==> config.mk <==
export PLATFORM = sky130hd
export DESIGN_NAME = axilprefetch
export DESIGN_NICKNAME = d
export VERILOG_FILES = /design/src/rtl/axilprefetch_pkg.sv /design/src/rtl/sfifo.sv /design/src/rtl/axilprefetch.sv
export SDC_FILE = /design/constraint.sdc
export NUM_CORES = 1
export LEC_CHECK = 0
export CAP_MARGIN = 5
export CORE_UTILIZATION = 60
export CTS_BUF_LIST = sky130_fd_sc_hd__clkbuf_16
export CTS_CLUSTER_DIAMETER = 30
export DETAILED_ROUTE_END_ITERATION = 8
export MAX_ROUTING_LAYER = met4
export PLACE_DENSITY = 0.77
export SYNTH_ARGS = -nofsm -noshare
export SYNTH_HDL_FRONTEND = slang
export SYNTH_SLANG_ARGS = --single-unit
==> constraint.sdc <==
create_clock -name S_AXI_ACLK -period 14 [get_ports S_AXI_ACLK]
set_clock_uncertainty 0.2 [all_clocks]
set_input_delay 4.2 -clock S_AXI_ACLK [delete_from_list [all_inputs] [get_ports S_AXI_ACLK]]
set_output_delay 4.2 -clock S_AXI_ACLK [all_outputs]
set_load 0.03 [all_outputs]
==> src/rtl/axilprefetch_pkg.sv <==
// Shared AXI-lite constants for the instruction prefetch unit.
package axilprefetch_pkg;

   // Unprivileged, secure, instruction access.
   localparam logic [2:0] ARPROT_INSN  = 3'b100;
   localparam int         RRESP_ERR_BIT = 1;

endpackage

==> src/rtl/sfifo.sv <==
// Synchronous FIFO with occupancy count; first-word data visible combinationally.
// Latency: write to non-empty 1 cycle; writes when full and reads when empty are ignored.
module sfifo #(
   parameter int BW     = 8,
   parameter int LGFLEN = 4
) (
   input  logic              clk_i,
   input  logic              reset_i,
   input  logic              wr_i,
   input  logic [BW-1:0]     data_i,
   output logic              full_o,
   output logic [LGFLEN:0]   fill_o,
   input  logic              rd_i,
   output logic [BW-1:0]     data_o,
   output logic              empty_o
);
   localparam int DEPTH = 2 ** LGFLEN;

   logic [BW-1:0]   mem_q [DEPTH];
   logic [LGFLEN:0] wptr_q, rptr_q;
   logic            do_wr, do_rd;

   assign fill_o  = wptr_q - rptr_q;
   assign full_o  = (fill_o == (LGFLEN+1)'(DEPTH));
   assign empty_o = (wptr_q == rptr_q);
   assign do_wr   = wr_i && !full_o;
   assign do_rd   = rd_i && !empty_o;
   assign data_o  = mem_q[rptr_q[LGFLEN-1:0]];

   always_ff @(posedge clk_i) begin
      if (do_wr) mem_q[wptr_q[LGFLEN-1:0]] <= data_i;
   end

   always_ff @(posedge clk_i) begin
      if (reset_i) begin
         wptr_q <= '0;
         rptr_q <= '0;
      end else begin
         if (do_wr) wptr_q <= wptr_q + 1'b1;
         if (do_rd) rptr_q <= rptr_q + 1'b1;
      end
   end

endmodule

==> src/rtl/axilprefetch.sv <==
// AXI-lite instruction prefetch: credit-limited reads, redirect drops stale responses, words unpacked to instructions.
// Latency: redirect->ARVALID 1 cycle, RVALID->o_valid 2 cycles; i_ready low holds o_insn and issue stops when credits run out.
module axilprefetch
   import axilprefetch_pkg::*;
#(
   parameter int C_AXI_ADDR_WIDTH = 32,
   parameter int C_AXI_DATA_WIDTH = 64,
   parameter int INSN_WIDTH       = 32,
   parameter int LGFIFO           = 4,
   parameter bit SWAP_ENDIANNESS  = 1'b1
) (
   input  logic                        S_AXI_ACLK,
   input  logic                        i_reset,
   input  logic                        i_new_pc,
   input  logic [C_AXI_ADDR_WIDTH-1:0] i_pc,
   input  logic                        i_ready,
   output logic                        o_valid,
   output logic [INSN_WIDTH-1:0]       o_insn,
   output logic [C_AXI_ADDR_WIDTH-1:0] o_pc,
   output logic                        o_illegal,
   output logic                        M_AXI_ARVALID,
   input  logic                        M_AXI_ARREADY,
   output logic [C_AXI_ADDR_WIDTH-1:0] M_AXI_ARADDR,
   output logic [2:0]                  M_AXI_ARPROT,
   input  logic                        M_AXI_RVALID,
   output logic                        M_AXI_RREADY,
   input  logic [C_AXI_DATA_WIDTH-1:0] M_AXI_RDATA,
   input  logic [1:0]                  M_AXI_RRESP
);
   localparam int AW             = C_AXI_ADDR_WIDTH;
   localparam int DW             = C_AXI_DATA_WIDTH;
   localparam int IW             = INSN_WIDTH;
   localparam int AXILLSB        = $clog2(DW/8);
   localparam int INSN_LSB       = $clog2(IW/8);
   localparam int INSNS_PER_WORD = DW/IW;
   localparam int LW             = (INSNS_PER_WORD > 1) ? $clog2(INSNS_PER_WORD) : 1;
   localparam int CW             = LGFIFO + 1;
   localparam logic [CW-1:0] DEPTH     = CW'(2 ** LGFIFO);
   localparam logic [LW-1:0] LAST_LANE = LW'(INSNS_PER_WORD - 1);

   logic          arvalid_q, arvalid_d, ar_stale_q, ar_stale_d;
   logic [AW-1:0] araddr_q, araddr_d, tgt_q, tgt_d, pc_q, pc_d;
   logic [CW-1:0] live_q, live_d, stale_q, stale_d;
   logic          halted_q, halted_d, valid_q, valid_d, illegal_q, illegal_d;
   logic          first_q, first_d;
   logic [DW-1:0] word_q, word_d;
   logic [LW-1:0] lane_q, lane_d, off_q, off_d, pc_lane;

   logic          ar_hs, keep, drop, accept, last_lane, load, rd_en;
   logic          fifo_full, fifo_empty;
   logic [CW-1:0] fifo_fill, live_req;
   logic [DW:0]   fifo_rdata;
   logic [DW-1:0] rdata_sw;
   logic [AW-1:0] pc_aligned;
   logic [IW-1:0] lanes [INSNS_PER_WORD];

   generate
      for (genvar l = 0; l < INSNS_PER_WORD; l++) begin : g_lane
         for (genvar b = 0; b < IW/8; b++) begin : g_byte
            if (SWAP_ENDIANNESS) begin : g_sw
               assign rdata_sw[l*IW + b*8 +: 8] = M_AXI_RDATA[l*IW + (IW/8-1-b)*8 +: 8];
            end else begin : g_ns
               assign rdata_sw[l*IW + b*8 +: 8] = M_AXI_RDATA[l*IW + b*8 +: 8];
            end
         end
         assign lanes[l] = word_q[l*IW +: IW];
      end
      if (INSNS_PER_WORD > 1) begin : g_off
         assign pc_lane = i_pc[AXILLSB-1:INSN_LSB];
      end else begin : g_nooff
         assign pc_lane = '0;
      end
   endgenerate

   assign pc_aligned = {i_pc[AW-1:AXILLSB], {AXILLSB{1'b0}}};
   assign ar_hs      = arvalid_q && M_AXI_ARREADY;
   // Requests still on the bus whose data will be kept.
   assign live_req   = live_q - fifo_fill;
   assign drop       = M_AXI_RVALID && (stale_q != '0 || live_req != '0);
   assign keep       = M_AXI_RVALID && stale_q == '0 && live_req != '0 && !i_new_pc;
   assign accept     = valid_q && i_ready && !illegal_q;
   assign last_lane  = (lane_q == LAST_LANE);
   assign load       = !halted_q && !fifo_empty && (!valid_q || (accept && last_lane));
   assign rd_en      = load && !i_new_pc;

   sfifo #(.BW(DW+1), .LGFLEN(LGFIFO)) u_fifo (
      .clk_i   (S_AXI_ACLK),
      .reset_i (i_reset || i_new_pc),
      .wr_i    (keep),
      .data_i  ({M_AXI_RRESP[RRESP_ERR_BIT], rdata_sw}),
      .full_o  (fifo_full),
      .fill_o  (fifo_fill),
      .rd_i    (rd_en),
      .data_o  (fifo_rdata),
      .empty_o (fifo_empty)
   );

   always_comb begin
      arvalid_d  = arvalid_q;
      araddr_d   = araddr_q;
      ar_stale_d = ar_stale_q;
      tgt_d      = tgt_q;
      live_d     = live_q;
      stale_d    = stale_q;
      halted_d   = halted_q;
      word_d     = word_q;
      lane_d     = lane_q;
      valid_d    = valid_q;
      illegal_d  = illegal_q;
      pc_d       = pc_q;
      off_d      = off_q;
      first_d    = first_q;
      if (i_new_pc) begin
         stale_d   = stale_q + live_req + CW'(ar_hs) - CW'(drop);
         live_d    = '0;
         halted_d  = 1'b0;
         valid_d   = 1'b0;
         illegal_d = 1'b0;
         pc_d      = i_pc;
         off_d     = pc_lane;
         first_d   = 1'b1;
         // A stalled request must stay on the bus; the new target follows it.
         if (arvalid_q && !M_AXI_ARREADY) begin
            ar_stale_d = 1'b1;
            tgt_d      = pc_aligned;
         end else begin
            arvalid_d  = 1'b1;
            araddr_d   = pc_aligned;
            ar_stale_d = 1'b0;
         end
      end else begin
         if (M_AXI_RVALID && stale_q != '0) stale_d = stale_q - 1'b1;
         if (ar_hs) begin
            if (ar_stale_q) begin
               stale_d    = stale_d + 1'b1;
               araddr_d   = tgt_q;
               ar_stale_d = 1'b0;
            end else begin
               live_d   = live_q + 1'b1;
               araddr_d = araddr_q + AW'(DW/8);
            end
         end
         if (rd_en) live_d = live_d - 1'b1;
         if (accept) begin
            pc_d   = pc_q + AW'(IW/8);
            lane_d = lane_q + LW'(1);
            if (last_lane) valid_d = 1'b0;
         end
         if (load) begin
            word_d    = fifo_rdata[DW-1:0];
            lane_d    = first_q ? off_q : '0;
            first_d   = 1'b0;
            valid_d   = 1'b1;
            illegal_d = fifo_rdata[DW];
            if (fifo_rdata[DW]) halted_d = 1'b1;
         end
         if (!arvalid_q || ar_hs) arvalid_d = !halted_d && (live_d < DEPTH);
      end
   end

   always_ff @(posedge S_AXI_ACLK) begin
      if (i_reset) begin
         arvalid_q  <= 1'b0;
         araddr_q   <= '0;
         ar_stale_q <= 1'b0;
         tgt_q      <= '0;
         live_q     <= '0;
         stale_q    <= '0;
         halted_q   <= 1'b1;
         word_q     <= '0;
         lane_q     <= '0;
         valid_q    <= 1'b0;
         illegal_q  <= 1'b0;
         pc_q       <= '0;
         off_q      <= '0;
         first_q    <= 1'b0;
      end else begin
         arvalid_q  <= arvalid_d;
         araddr_q   <= araddr_d;
         ar_stale_q <= ar_stale_d;
         tgt_q      <= tgt_d;
         live_q     <= live_d;
         stale_q    <= stale_d;
         halted_q   <= halted_d;
         word_q     <= word_d;
         lane_q     <= lane_d;
         valid_q    <= valid_d;
         illegal_q  <= illegal_d;
         pc_q       <= pc_d;
         off_q      <= off_d;
         first_q    <= first_d;
      end
   end

   assign M_AXI_ARVALID = arvalid_q;
   assign M_AXI_ARADDR  = araddr_q;
   assign M_AXI_ARPROT  = ARPROT_INSN;
   assign M_AXI_RREADY  = 1'b1;
   assign o_valid       = valid_q;
   assign o_illegal     = illegal_q;
   assign o_pc          = pc_q;
   assign o_insn        = lanes[lane_q];

   logic unused_ok;
   assign unused_ok = &{1'b0, M_AXI_RRESP[0], fifo_full};

endmodule
==> summary.md <==
| Metric | Value |
|---|---|
| Post-route ant nets | 0 |
| DP Worst Slack | just under 5 ns |
| Vias in the first global route | 28300 |
| Setup WS post-layout | 5.53 ns |
| Final #Nets | about 3100 |
| Clock-pin transition on the worst setup and hold timing paths | 0.05 ns |
| Synthesized area per cell | ~18 sq um |
| Critical Path RT | roughly 14 ns |
| Total Routed Length | between 100 and 150 mm |
| Grt total ovfl | 0 |
| Met3 WL | 12.8 mm |
| Highest Signal Layer | met4 |
| Initial drt markers | 3415 |
| LEAKAGE | about 19 nW |
| Finish-stage setup viols | 0 |
| Main synth FF type | edfxtp_1 |
| Total chip power | between 9 and 10 mW |
| Std cell rows | 103 |
| Cts bufs inserted | around 190 |
| Wl on met1 | ~46 mm |
| Worst Hold Class | flop to flop |
| Startpoint Class | primary input |
| Drt drc | 0 |
| Initial antenna violation count | 8 |
| Largest net degree at the start of global routing | about 110 |
| CP endpoint kind | flop |
| Crit-path max FO | 32 |
| Post-synth top cells | edfxtp_1, mux4_2, nand2_1, dfxtp_1, a21oi_1 |
| Fill cell count | about 4400 |
| Synth area leaders | edfxtp_1, mux4_2, dfxtp_1 |
| Post-Synth XOR/XNOR Area | roughly 1.3% |
| Design Area, Final | a little under 60000 sq um |
| Simple-gate share of the synthesized area | under 10% |
| Most common cell in the netlist | edfxtp_1 |
| Gr usage total | between 30% and 40% |
| Area fraction in compound gates after synthesis | 3.26% |
| Syn Std Cell Area | about 48000 sq um |
| DRT Pass-1 Iters | 5 |
| Register area | 35000 sq um |
| Count of cell types in the netlist | approximately 70 |
| Period Utilization, post-route | slightly above 60% |
| Routed len/inst | 30.8 um |
| DR vias | 27400 |
| Hold Crit Depth | 2 |
| Metal2 WL | ~65 mm |
| Multi-input gate area | about 13000 sq um |
| Post-synthesis mux area share | 16.4% |
| Utilization after layout | 73.5% |
| Initial core utilization | about three fifths |
| FF+latch count, synth | 1226 |
| RePlAce Congestion | approximately 0.85 |
| Outcome | finished, final reports clean |
| PwrDens | ~160 nW/um^2 |
| Post-CTS setup buffers | 0 |
| # hold bufs at CTS | 0 |
| Least-Margin Pin Slew | 1.32 ns |
| Die area | approximately 80000 sq um |
| Ports | 207 |
| CP Class | primary input to flop |
| Post-Synthesis Cells | roughly 2600 |
| Max Slew Vio Count | 0 |
| Area grow syn2layout | 20.4% |
| Root Driver | clkbuf_16 |
| Top cell type's share of synthesized area | ~64% |
| H-Tree Depth | 4 |
| Worst-Skew Late Latency | between 0.7 and 0.8 ns |
| Max Cap Viol | 0 |
| Post-Synth Adder-Cell Area | 0.834% |
| DIE HEIGHT | roughly 290 um |
| Setup repair after global routing missed its margin | no |
| Arrival time at the worst endpoint | ~8.6 ns |
| CTS tree | done |
| Sink Count | between 1000 and 1500 |
| Fmax | 0.118 GHz |
| CORE AREA | roughly 79000 sq um |
| DR vias/cell | 6.60 |
| Post-cts resize count | 0 |
| Final hold vios | 0 |
| Seq/Total Area, Yosys | between 70% and 80% |
| Largest family of logic cells by synthesized area | multiplexers |
| Ys async rst share | 0% |
| Post-synth top area cell | edfxtp_1 |
| TNS Setup | 0 ns |
| Relative slew slack | between 10% and 20% |
| Warnings, synthesis | 0 |
| Post-synth EDFFs | approximately 1000 |
| Max VDD drop | approximately 0.00014 V |
| Die Span X | 286 um |
| Layout cells sized above 1 | 24.7% |
| Placed inst area | about 50000 sq um |
| Minimum clock period | 8.47 ns |
| PortBufs | approximately 200 |
| Global-route wire length before repair | between 150 and 200 mm |
| R2r worst-path depth | 12 |
| CTS max path bufs | 3 |
| DP Wirelength | 60.5 mm |
path summary, 6_finish.rpt:
check,start,end,slack (ns)
setup / recovery,M_AXI_RVALID,u_fifo.mem_q[0][32],5.53
hold / removal,tgt_q[21],tgt_q[21],0.25
hold reg to reg,tgt_q[21],tgt_q[21],0.25
setup reg to reg,u_fifo.wptr_q[2],u_fifo.mem_q[0][32],8.01
where the power goes:
| part | switching [mW] | total [mW] | internal (mW) | leakage, nW |
|---|---|---|---|---|
| Clock | 1.85 | 4.93 | 3.08 | 3.31 |
| Sequential | 0.0302 | 4.02 | 3.99 | 10.9 |
| Combinational | 0.210 | 0.353 | 0.144 | 4.40 |
cell usage in the layout (no fill, tap or decap), types with 25 or more instances in the layout:
cell / instances
mux4_2: 325
ha_1: 25
buf_4: 35
nand3_1: 30
edfxtp_1: 1040
xor2_1: 27
nor2_1: 80
clkinv_2: 26
dfxtp_1: 181
mux2_2: 33
a21oi_1: 145
inv_1: 55
clkinvlp_4: 27
o21ai_0: 28
xnor2_1: 45
nand2_1: 259
clkdlybuf4s50_1: 196
bufinv_16: 27
clkbuf_16: 195
worst max-delay path, cell delays in order:
cell             delay [ns]
clkdlybuf4s50_1        0.56
nand2_1                0.11
or3_1                  0.33
or3_1                  0.37
a211oi_4               0.86
nand2_2                0.18
nor3_2                 0.65
buf_4                  0.60
buf_4                  0.64
metal layers:
layer / vias up / global-route usage (%)
li1: 11200 / -
met1: 14200 / 40.6
met2: 1801 / 52.3
met3: 237 / 7.97
met4: 0 / 11.7
met5: - / -
stage by stage:
step,hold slack [ns],instances
finish,0.254,4152
global route,0.271,4151
CTS,0.255,4142
detailed placement,0.245,3782
global placement,0.241,3782
floorplan,0.231,2652
logic make-up after synthesis:
group,Yosys count
fa+ha+maj,30
flops,1226
simple gates,481
xor+xnor,72
mux,382
other cells,2
buf+inv,192
compound gates,262
flip-flops by register name (all words and copies together) (netlist names), 5 cells and up, named ones only:
signal and cells:
word_q 64, stale_q 5, o_pc 32, u_fifo.rptr_q 5
u_fifo.wptr_q 5, M_AXI_ARADDR 29, u_fifo.mem_q 1040, live_q 5
tgt_q 29
area by class of cell:
type	count	share of cell area (%)
antenna	10	0.0429
timing repair buffer	235	3.91
clock inverter	165	3.31
sequential	1226	59.9
clock buffer	195	8.36
inverter	37	0.238
multi-input combinational	1234	22.0
tap	1050	2.25
Note: power is estimated with default switching activity, not from simulation.
